<file path="config.mk">
export PLATFORM = sky130hd
export DESIGN_NAME = reg_fifo
export DESIGN_NICKNAME = d
export VERILOG_FILES = /design/src/rtl/reg_fifo.sv
export SDC_FILE = /design/constraint.sdc
export NUM_CORES = 1
export LEC_CHECK = 0
export ABC_CLOCK_PERIOD_IN_PS = 2500
export CAP_MARGIN = 40
export CORE_MARGIN = 2
export CORE_UTILIZATION = 53
export DETAILED_ROUTE_END_ITERATION = 7
export PLACE_DENSITY = 0.8
export SYNTH_ARGS = -nofsm -noshare
export SYNTH_HDL_FRONTEND = slang
export SYNTH_SLANG_ARGS = --single-unit
</file>
<file path="constraint.sdc">
create_clock -name clk -period 2.5 [get_ports clk]
set_input_delay 0.5 -clock clk [delete_from_list [all_inputs] [get_ports clk]]
set_output_delay 0.5 -clock clk [all_outputs]
set_load 0.02 [all_outputs]
</file>
<file path="src/rtl/reg_fifo.sv">
// Register-based synchronous FIFO with first-word-fall-through output.
// Handshake flags depend only on registered occupancy, so neither side sees a combinational path.
module reg_fifo #(
  parameter int unsigned BIT_WIDTH = 16,
  parameter int unsigned DEPTH     = 4
) (
  input  logic                         clk,
  input  logic                         rst_n,
  input  logic                         flush,
  input  logic [BIT_WIDTH-1:0]         in_data,
  input  logic                         in_valid,
  output logic                         in_ready,
  output logic [BIT_WIDTH-1:0]         out_data,
  output logic                         out_valid,
  input  logic                         out_ready,
  output logic [$clog2(DEPTH+1)-1:0]   count
);

  localparam int unsigned PtrW = $clog2(DEPTH);
  localparam int unsigned CntW = $clog2(DEPTH + 1);
  localparam logic [CntW-1:0] CntFull = CntW'(DEPTH);

  logic [BIT_WIDTH-1:0] mem_q [DEPTH];
  logic [PtrW-1:0]      wr_ptr_q, wr_ptr_d;
  logic [PtrW-1:0]      rd_ptr_q, rd_ptr_d;
  logic [CntW-1:0]      count_q, count_d;
  logic                 push, pop;

  assign in_ready  = (count_q != CntFull);
  assign out_valid = (count_q != '0);
  assign out_data  = mem_q[rd_ptr_q];
  assign count     = count_q;

  assign push = in_valid & in_ready;
  assign pop  = out_valid & out_ready;

  // Power-of-two depth lets the pointers wrap by natural overflow.
  always_comb begin
    wr_ptr_d = wr_ptr_q;
    rd_ptr_d = rd_ptr_q;
    count_d  = count_q;
    if (flush) begin
      wr_ptr_d = '0;
      rd_ptr_d = '0;
      count_d  = '0;
    end else begin
      if (push) wr_ptr_d = wr_ptr_q + PtrW'(1);
      if (pop)  rd_ptr_d = rd_ptr_q + PtrW'(1);
      unique case ({push, pop})
        2'b10:   count_d = count_q + CntW'(1);
        2'b01:   count_d = count_q - CntW'(1);
        default: count_d = count_q;
      endcase
    end
  end

  always_ff @(posedge clk) begin
    if (!rst_n) begin
      wr_ptr_q <= '0;
      rd_ptr_q <= '0;
      count_q  <= '0;
    end else begin
      wr_ptr_q <= wr_ptr_d;
      rd_ptr_q <= rd_ptr_d;
      count_q  <= count_d;
    end
  end

  // Storage is never reset; a stray write during flush or reset is invisible once pointers clear.
  always_ff @(posedge clk) begin
    if (push) begin
      mem_q[wr_ptr_q] <= in_data;
    end
  end

endmodule

</file>
Yosys cells after proc, flatten, opt, wreduce, memory -nomap -nowiden
Memory sizes are Yosys's and may differ from the RTL's. A register that Yosys moved wholly into a read port is not among the register bits. Cells that the tools add are included.

RAM bits: 64. Flip-flop bits (word level): 7. Memories kept: 1. Output and inout port bits: 21.

Memories: mem_q (depth 4, width 16, read ports 1, clocked after Yosys merged registers in 1, wr ports 1, line 23) `logic [BIT_WIDTH-1:0] mem_q [DEPTH];`.

Bitwise gates (word level): 3. Reductions and logical operators: 3. Eq/ne operators: 3. Mux-type cells: 5. Add/subtract/negate cells: 4.

Operators with widths (number): $pmux W3 S2 (1); $add A2 B1 Y2 const B (2); $mux W2 (2); $add A3 B1 Y3 const B (1); $ne A3 B3 Y1 const B (1); $reduce_bool A3 Y1 (1); $sub A3 B1 Y3 const B (1); $and A1 B1 Y1 (2); $eq A2 B1 Y1 const B (1); $eq A2 B2 Y1 const B (1); $mux W1 (2); $reduce_bool A2 Y1 (1); $reduce_or A2 Y1 (1); $not A1 Y1 (1).

Logic depth before layout (Yosys ltp)
Gate-level depths: netlist of the first run.

Depth in word-level cells: 4. Mapped depth: 9.

Least setup slack after synthesis of the first run
Ideal clock, no wire load.

Path type: register -> register. Start: register count_q[2], in the netlist count[2]. End: register count_q[2], in the netlist count[2]. Arrival: 2.366 ns. Setup time: 0.070 ns. Setup slack: 0.064 ns. Path buffers: 1. Required time: 2.430 ns. Stages on the path, launching flop included: 10. Cell sequence: dfxtp_1 -> or3b_1 -> buf_6 -> nand2_1 -> ha_1 -> inv_1 -> fa_1 -> xor2_1 -> or3_2 -> a21oi_1.

Word-level cells in the longest chain between the ends: 4. Elaborated cells between the ends (all ways): 10. Those cells by class: add/sub: 2; eq/ne: 3; mux: 1; bitwise: 2; reduce/logical: 2.

Ends and longest elaborated chain: start, declared (line 26) `logic [CntW-1:0] count_q, count_d;`; start signal, assigned (line 65) `count_q <= count_d;`; $ne A3 B3 Y1 * (line 29) `assign in_ready = (count_q != CntFull);`; named net in_ready (line 12) `output logic in_ready,`; $and A1 B1 Y1 * (line 34) `assign push = in_valid & in_ready;`; $eq A2 B1 Y1 / $eq A2 B2 Y1 (equally long branches) (line 49) `unique case ({push, pop})`; $pmux W3 S2 / $reduce_bool A2 Y1 (equally long branches).

The timed path passes the listed nets; every way through them passes the cells marked *. A chain may end at the register's enable or synchronous reset.

Worst setup path in the final report of the first run
Start: register count_q[1], in the netlist count[1]. End: register count_q[2], in the netlist count[2].

Word-level cells in the longest chain between the ends: 4. Elaborated cells between the ends (all ways): 10. Those cells by class: add/sub: 2; eq/ne: 3; mux: 1; bitwise: 2; reduce/logical: 2.

Ends and longest elaborated chain (line): $ne A3 B3 Y1 / $reduce_bool A3 Y1 (equally long branches) (29, 30); $and A1 B1 Y1 (on tied branches) (34, 35); $eq A2 B1 Y1 / $eq A2 B2 Y1 (equally long branches) (49); $pmux W3 S2 / $reduce_bool A2 Y1 (equally long branches).

Several ways; a longest one is shown, not always the timed one.

==> flow_metrics.env, run 1 <==
export IMPL_outcome="finished, final reports clean"
export IMPL_num_vias=1389
export IMPL_synthAdderAreaFrac_pct=2.96
export IMPL_post_cts_buffers=0
export IMPL_synth_compound_area_share_pct=1.52
export IMPL_syn_to_final_growth_pct=27.1
export IMPL_crit_path_end_kind="flip-flop"
export IMPL_grt_usage_pct=17.3
export IMPL_relSlewSlack_pct=70.2
export IMPL_ys_types=26
export IMPL_yosys_area_share_simple_pct=3.94
export IMPL_grt_pass1_vias=1478
export IMPL_overflow=0
export IMPL_fmax_mhz=427
export IMPL_finalCritPeriodShare_pct=93.6
export IMPL_rows=26
export IMPL_maxSlewViolCount=0
export IMPL_start_util_pct=54.7
export IMPL_place_hpwl_um=2960
export IMPL_layout_min_cycle_time_ns=2.34
export IMPL_design_area_um2=3550
export IMPL_placed_area_um2=3300
export IMPL_ant_nets=0
export IMPL_clk_pin_slew_worst_paths_ns=0.08
export IMPL_clock_path_buffers=2
export IMPL_pre_cts_ws_ns=-0.0911
export IMPL_synthMuxAreaShare_pct=13.3
export IMPL_avgSynthCellArea_um2=20.5
export IMPL_grt_first_pass_wirelength_um=7360
export IMPL_crit_fanout=7
export IMPL_rsz0062_at_grt="no"
export IMPL_die_y_um=76.6
export IMPL_p_per_area_nw_per_um2=703
export IMPL_numCtsBuffers=9
export IMPL_n_antenna_cell=0
export IMPL_routedWlPerCell_um=17.6
export IMPL_min_path_cells=2
export IMPL_total_leakage_power_nw=1.27
export IMPL_seq_area_frac_synth_pct=75.2
export IMPL_skew_ns=0.00483
export IMPL_vias_per_cell=5.26
export IMPL_grt_max_degree=17
export IMPL_clock_sinks=73
export IMPL_yosysWarnings=0
export IMPL_dieWidth_um=76.6
export IMPL_setup_slack_ns=0.159
export IMPL_hold_class="flip-flop to flip-flop"
export IMPL_final_hold_viol_count=0
export IMPL_final_nets=216
export IMPL_place_congestion=0.769
export IMPL_portBuffers=41
export IMPL_drt_iter0_drc=70
export IMPL_critPathLaunchType="flip-flop"
export IMPL_cts_tree="built"
export IMPL_drt_total_wl_um=4640
export IMPL_ioPinCount=42
export IMPL_drive_above_1_share_pct=24.2
export IMPL_antenna_found_initial=0
export IMPL_p_total_w=0.00250
export IMPL_cp_arrival_ns=2.61
export IMPL_synth_area_um2=2790
export IMPL_required_ns=2.77
export IMPL_clock_root_buffer="clkbuf_8"
export IMPL_drc=0
export IMPL_setup_viol_count_final=0
export IMPL_fin_util_pct=69.5
export IMPL_syn_inst=136
export IMPL_synth_xor_area_share_pct=1.25
export IMPL_synth_seq_cells=73
export IMPL_syn_num_nets=163
export IMPL_reg2reg_depth=8
export IMPL_htree_levels=3
export IMPL_dieArea_um2=5870
export IMPL_clk_latency_ns=0.34
export IMPL_irDropWorstVdd_uv=474
export IMPL_path_class="flip-flop to flip-flop"
export IMPL_core_um2=5110
export IMPL_worst_slew_pin_slew_ns=0.448
export IMPL_dr_pass1_iters=4
export IMPL_synth_top_family_by_area="multiplexers"
export IMPL_drv_cap=0
-- power by group --
group	switching [W]	total, W	internal, W
Combinational	0.0000925	0.000189	0.0000969
Sequential	0.0000105	0.00137	0.00136
Clock	0.000448	0.000939	0.000491
Total	0.000551	0.00250	0.00194
-- cell usage after synthesis --
library cell / instances / area [µm²]
a211o_1: 1 / 8.76
a21oi_1: 2 / 10.0
and3_2: 4 / 30.0
buf_2: 2 / 10.0
buf_4: 1 / 7.51
buf_6: 1 / 11.3
clkbuf_1: 1 / 3.75
dfxtp_1: 9 / 180
edfxtp_1: 64 / 1920
fa_1: 1 / 20.0
ha_1: 5 / 62.6
inv_1: 5 / 18.8
mux2i_1: 1 / 10.0
mux4_2: 16 / 360
nand2_1: 4 / 15.0
nand2b_1: 1 / 6.26
nand4_1: 1 / 6.26
nor2_1: 6 / 22.5
nor2b_1: 1 / 6.26
o21ai_0: 1 / 5.00
o311ai_0: 1 / 8.76
o31a_2: 1 / 10.0
or3_2: 2 / 15.0
or3b_1: 1 / 8.76
xnor2_1: 1 / 8.76
xor2_1: 3 / 26.3
-- stage by stage --
step                      setup TNS, ns  hold WS, ns  cells
after global placement                0        0.488    248
after global routing                  0        0.549    264
after CTS                             0        0.531    264
final                                 0        0.524    264
after detailed placement        -0.0911        0.520    248
after floorplan                       0        0.471    136
-- area by class of cell --
| cell class | instances | area [µm²] |
|---|---|---|
| sequential | 73 | 2100 |
| fill | 340 | 1560 |
| multi-input combinational | 53 | 644 |
| timing repair buffer | 47 | 480 |
| clock buffer | 11 | 174 |
| tap | 70 | 87.6 |
| clock inverter | 5 | 42.5 |
| inverter | 5 | 18.8 |
-- path summary, 6_finish.rpt --
path / start / slack, ns / to
setup / recovery: count[1]$_SDFFE_PP0P_ / 0.16 / count[2]$_SDFFE_PP0P_
hold / removal: wr_ptr_q[1]$_SDFFE_PP0P_ / 0.52 / wr_ptr_q[1]$_SDFFE_PP0P_
setup reg to reg: count[1]$_SDFFE_PP0P_ / 0.16 / count[2]$_SDFFE_PP0P_
hold reg to reg: wr_ptr_q[1]$_SDFFE_PP0P_ / 0.52 / wr_ptr_q[1]$_SDFFE_PP0P_
-- metal layers --
metal | global-route usage, % | routed length [µm] | part of all wire, % | vias up
met1 | 20.0 | 1910 | 41 | 696
met4 | 7.09 | 97 | 2.1 | 0
met5 | 0 | 0 | 0 | -
met3 | 7.94 | 256 | 5.5 | 10
met2 | 28.2 | 2370 | 51 | 38
li1 | - | - | - | 645
-- what timing repair did --
item                       CTS  global route
setup endpoints to repair   10            12
resized for setup            6            13
gates cloned                 0             0
hold buffers                 0             0
-- cell families (layout without fill, tap and decap cells) --
family                   after synthesis  count (layout)
buffers and inverters                 10              68
multiplexers                          17              17
AO/OA/AOI/OAI                          6               6
flip-flops                            73              73
adder cells (fa/ha/maj)                6               6
XOR/XNOR                               4               4
AND/OR/NAND/NOR                       20              20
-- state kept, by name, indices dropped and copies added, names as in the netlist, named ones only --
name and count:
wr_ptr_q 2, count 3, rd_ptr_q 2, mem_q 64
-- critical path, cell delays in order, from the launching register on --
cell	delay, ns
dfxtp_1	0.36
or3b_1	0.42
nand2_1	0.12
ha_1	0.18
inv_1	0.06
fa_1	0.37
xor2_1	0.16
or3_2	0.45
a21oi_2	0.17
-- placed cells by master, fill, tap and decap left out, types with 2 or more instances in the layout --
cell              n
and3_2            4
xor2_1            3
edfxtp_1         64
inv_1             5
clkinv_4          2
inv_6             2
mux4_2           16
nand2_1           4
or3_2             2
dlymetal6s2s_1   11
buf_4             5
clkbuf_16         2
clkbuf_8          9
ha_1              5
nor2_1            6
dlygate4sd2_1     5
dfxtp_1           8
clkdlybuf4s50_1  25
(Power assumes the default switching activity.)
==> inputs of run 2 (changes only) <==
- SKIP_CTS_REPAIR_TIMING: unset -> 1
- SLEW_MARGIN: unset -> 20
==> run 2 against run 1 <==
Against the previous run: flip-flop and latch count unchanged; sequential share of layout area decreased by 0.31 points; first-iteration DRC count increased by 23%; critical path depth unchanged; wire length increased by 0.11%; clock skew decreased by 0.0016 ns; hold slack got worse by 0.0017 ns; critical path type unchanged; critical endpoint unchanged; largest power group unchanged.
==> flow_metrics.env, run 2 (same netlist as run 1, synthesis figures left out) <==
export IMPL_htree_levels=3
export IMPL_final_nets=216
export IMPL_top_register="mem_q"
export IMPL_finalCritPeriodShare_pct=94.0
export IMPL_cp_arrival_ns=2.62
export IMPL_layout_min_cycle_time_ns=2.35
export IMPL_power_frac_clock_pct=37.5
export IMPL_skew_ns=0.00320
export IMPL_clock_root_buffer="clkbuf_8"
export IMPL_start_util_pct=54.7
export IMPL_relSlewSlack_pct=70.5
export IMPL_grt_first_pass_wirelength_um=7350
export IMPL_drive_above_1_share_pct=24.2
export IMPL_core_um2=5110
export IMPL_p_total_w=0.00250
export IMPL_worst_slew_pin_slew_ns=0.443
export IMPL_path_class="flip-flop to flip-flop"
export IMPL_hold_class="flip-flop to flip-flop"
export IMPL_overflow=0
export IMPL_ioPinCount=42
export IMPL_clock_sinks=73
export IMPL_irDropWorstVdd_uv=473
export IMPL_nFillCells=334
export IMPL_p_switching_w=0.000548
export IMPL_syn_to_final_growth_pct=27.8
export IMPL_ant_nets=0
export IMPL_crit_path_end_kind="flip-flop"
export IMPL_drc=0
export IMPL_routedWlPerCell_um=17.6
export IMPL_crit_fanout=7
export IMPL_drt_iter0_drc=86
export IMPL_swShare_pct=22.0
export IMPL_setup_viol_count_final=0
export IMPL_total_leakage_power_nw=1.31
export IMPL_internal_power_w=0.00195
export IMPL_vias_per_cell=5.30
export IMPL_layout_commonest_cell="edfxtp_1"
export IMPL_critPathLaunchType="flip-flop"
export IMPL_clk_pin_slew_worst_paths_ns=0.08
export IMPL_die_y_um=76.6
export IMPL_portBuffers=41
export IMPL_grt_max_degree=17
export IMPL_rsz0062_at_grt="no"
export IMPL_fmax_mhz=425
export IMPL_cts_tree="built"
export IMPL_p_seq_share_pct=54.8
export IMPL_numCtsBuffers=9
export IMPL_final_hold_viol_count=0
export IMPL_maxSlewViolCount=0
export IMPL_clk_latency_ns=0.34
export IMPL_outcome="finished, final reports clean"
export IMPL_power_frac_comb_pct=7.7
export IMPL_clock_path_buffers=2
export IMPL_num_vias=1399
export IMPL_place_hpwl_um=2960
export IMPL_drv_cap=0
export IMPL_dr_pass1_iters=4
export IMPL_hold_slack_ns=0.523
export IMPL_required_ns=2.77
export IMPL_largest_register_ffs=64
export IMPL_p_per_area_nw_per_um2=699
export IMPL_final_cell_mix="edfxtp_1 (64), clkdlybuf4s50_1 (25), mux4_2 (16), dlymetal6s2s_1 (16), clkbuf_8 (9)"
export IMPL_grt_usage_pct=17.3
export IMPL_dieWidth_um=76.6
export IMPL_dieArea_um2=5870
export IMPL_n_antenna_cell=0
export IMPL_grt_pass1_vias=1481
export IMPL_place_congestion=0.769
export IMPL_rows=26
export IMPL_drt_total_wl_um=4640
export IMPL_antenna_found_initial=0
==> run 2: final cells by class <==
cell class                 instances  area, µm²  share of cell area, %
tap                               70       87.6                   2.45
multi-input combinational         53        644                   18.1
inverter                           5       18.8                  0.526
sequential                        73       2100                   58.9
clock inverter                     5       42.5                   1.19
timing repair buffer              47        499                   14.0
clock buffer                      11        174                   4.87
==> run 2: worst paths after layout <==
path | startpoint | endpoint | slack, ns | cells after the start
worst max-delay path | count[1]$_SDFFE_PP0P_ | count[2]$_SDFFE_PP0P_ | 0.15 | 8
worst min-delay path | wr_ptr_q[1]$_SDFFE_PP0P_ | wr_ptr_q[1]$_SDFFE_PP0P_ | 0.52 | 2
worst max register to register | count[1]$_SDFFE_PP0P_ | count[2]$_SDFFE_PP0P_ | 0.15 | 8
worst min register to register | wr_ptr_q[1]$_SDFFE_PP0P_ | wr_ptr_q[1]$_SDFFE_PP0P_ | 0.52 | 2
==> run 2: metrics by stage <==
step | instance area, µm² | instances | util (%) | TNS [ns] | setup WS, ns
final | 3570 | 264 | 69.9 | 0 | 0.149
after floorplan | 2790 | 136 | - | 0 | 0.0638
after detailed placement | 3300 | 248 | 64.7 | -0.0911 | -0.0911
after global placement | 3300 | 248 | 64.7 | 0 | 0.0558
after CTS | 3520 | 264 | 68.9 | -0.367 | -0.0546
after global routing | 3570 | 264 | 69.9 | 0 | 0.0205
==> run 2: power by group through the flow <==
stage	Combinational, W	Sequential, W	Clock [W]
after floorplan	0.0000924	0.00139	0
after global placement	0.000191	0.00139	0
after detailed placement	0.000197	0.00139	0
after CTS	0.000198	0.00137	0.000961
after global routing	0.000206	0.00137	0.00100
final	0.000193	0.00137	0.000936
==> run 2: layer usage <==
metal | track usage (%) | routed length, µm | up-vias
met5 | 0 | 0 | -
met4 | 7.09 | 97 | 0
met3 | 7.94 | 277 | 10
met2 | 28.3 | 2390 | 40
li1 | - | - | 648
met1 | 19.9 | 1880 | 701
==> run 2: critical path, cell delays in order (launching register included) <==
cell and delay (ns):
dfxtp_1 0.36, or3b_1 0.42, nand2_1 0.12, ha_1 0.18, inv_1 0.06, fa_1 0.37
xor2_1 0.16, or3_2 0.45, a21oi_2 0.17
==> inputs of run 3 (changes only) <==
- CTS_CLUSTER_DIAMETER: unset -> 50
==> results of run 3 <==
Same layout as run 2: the final DEF is identical, and so are final timing and power.
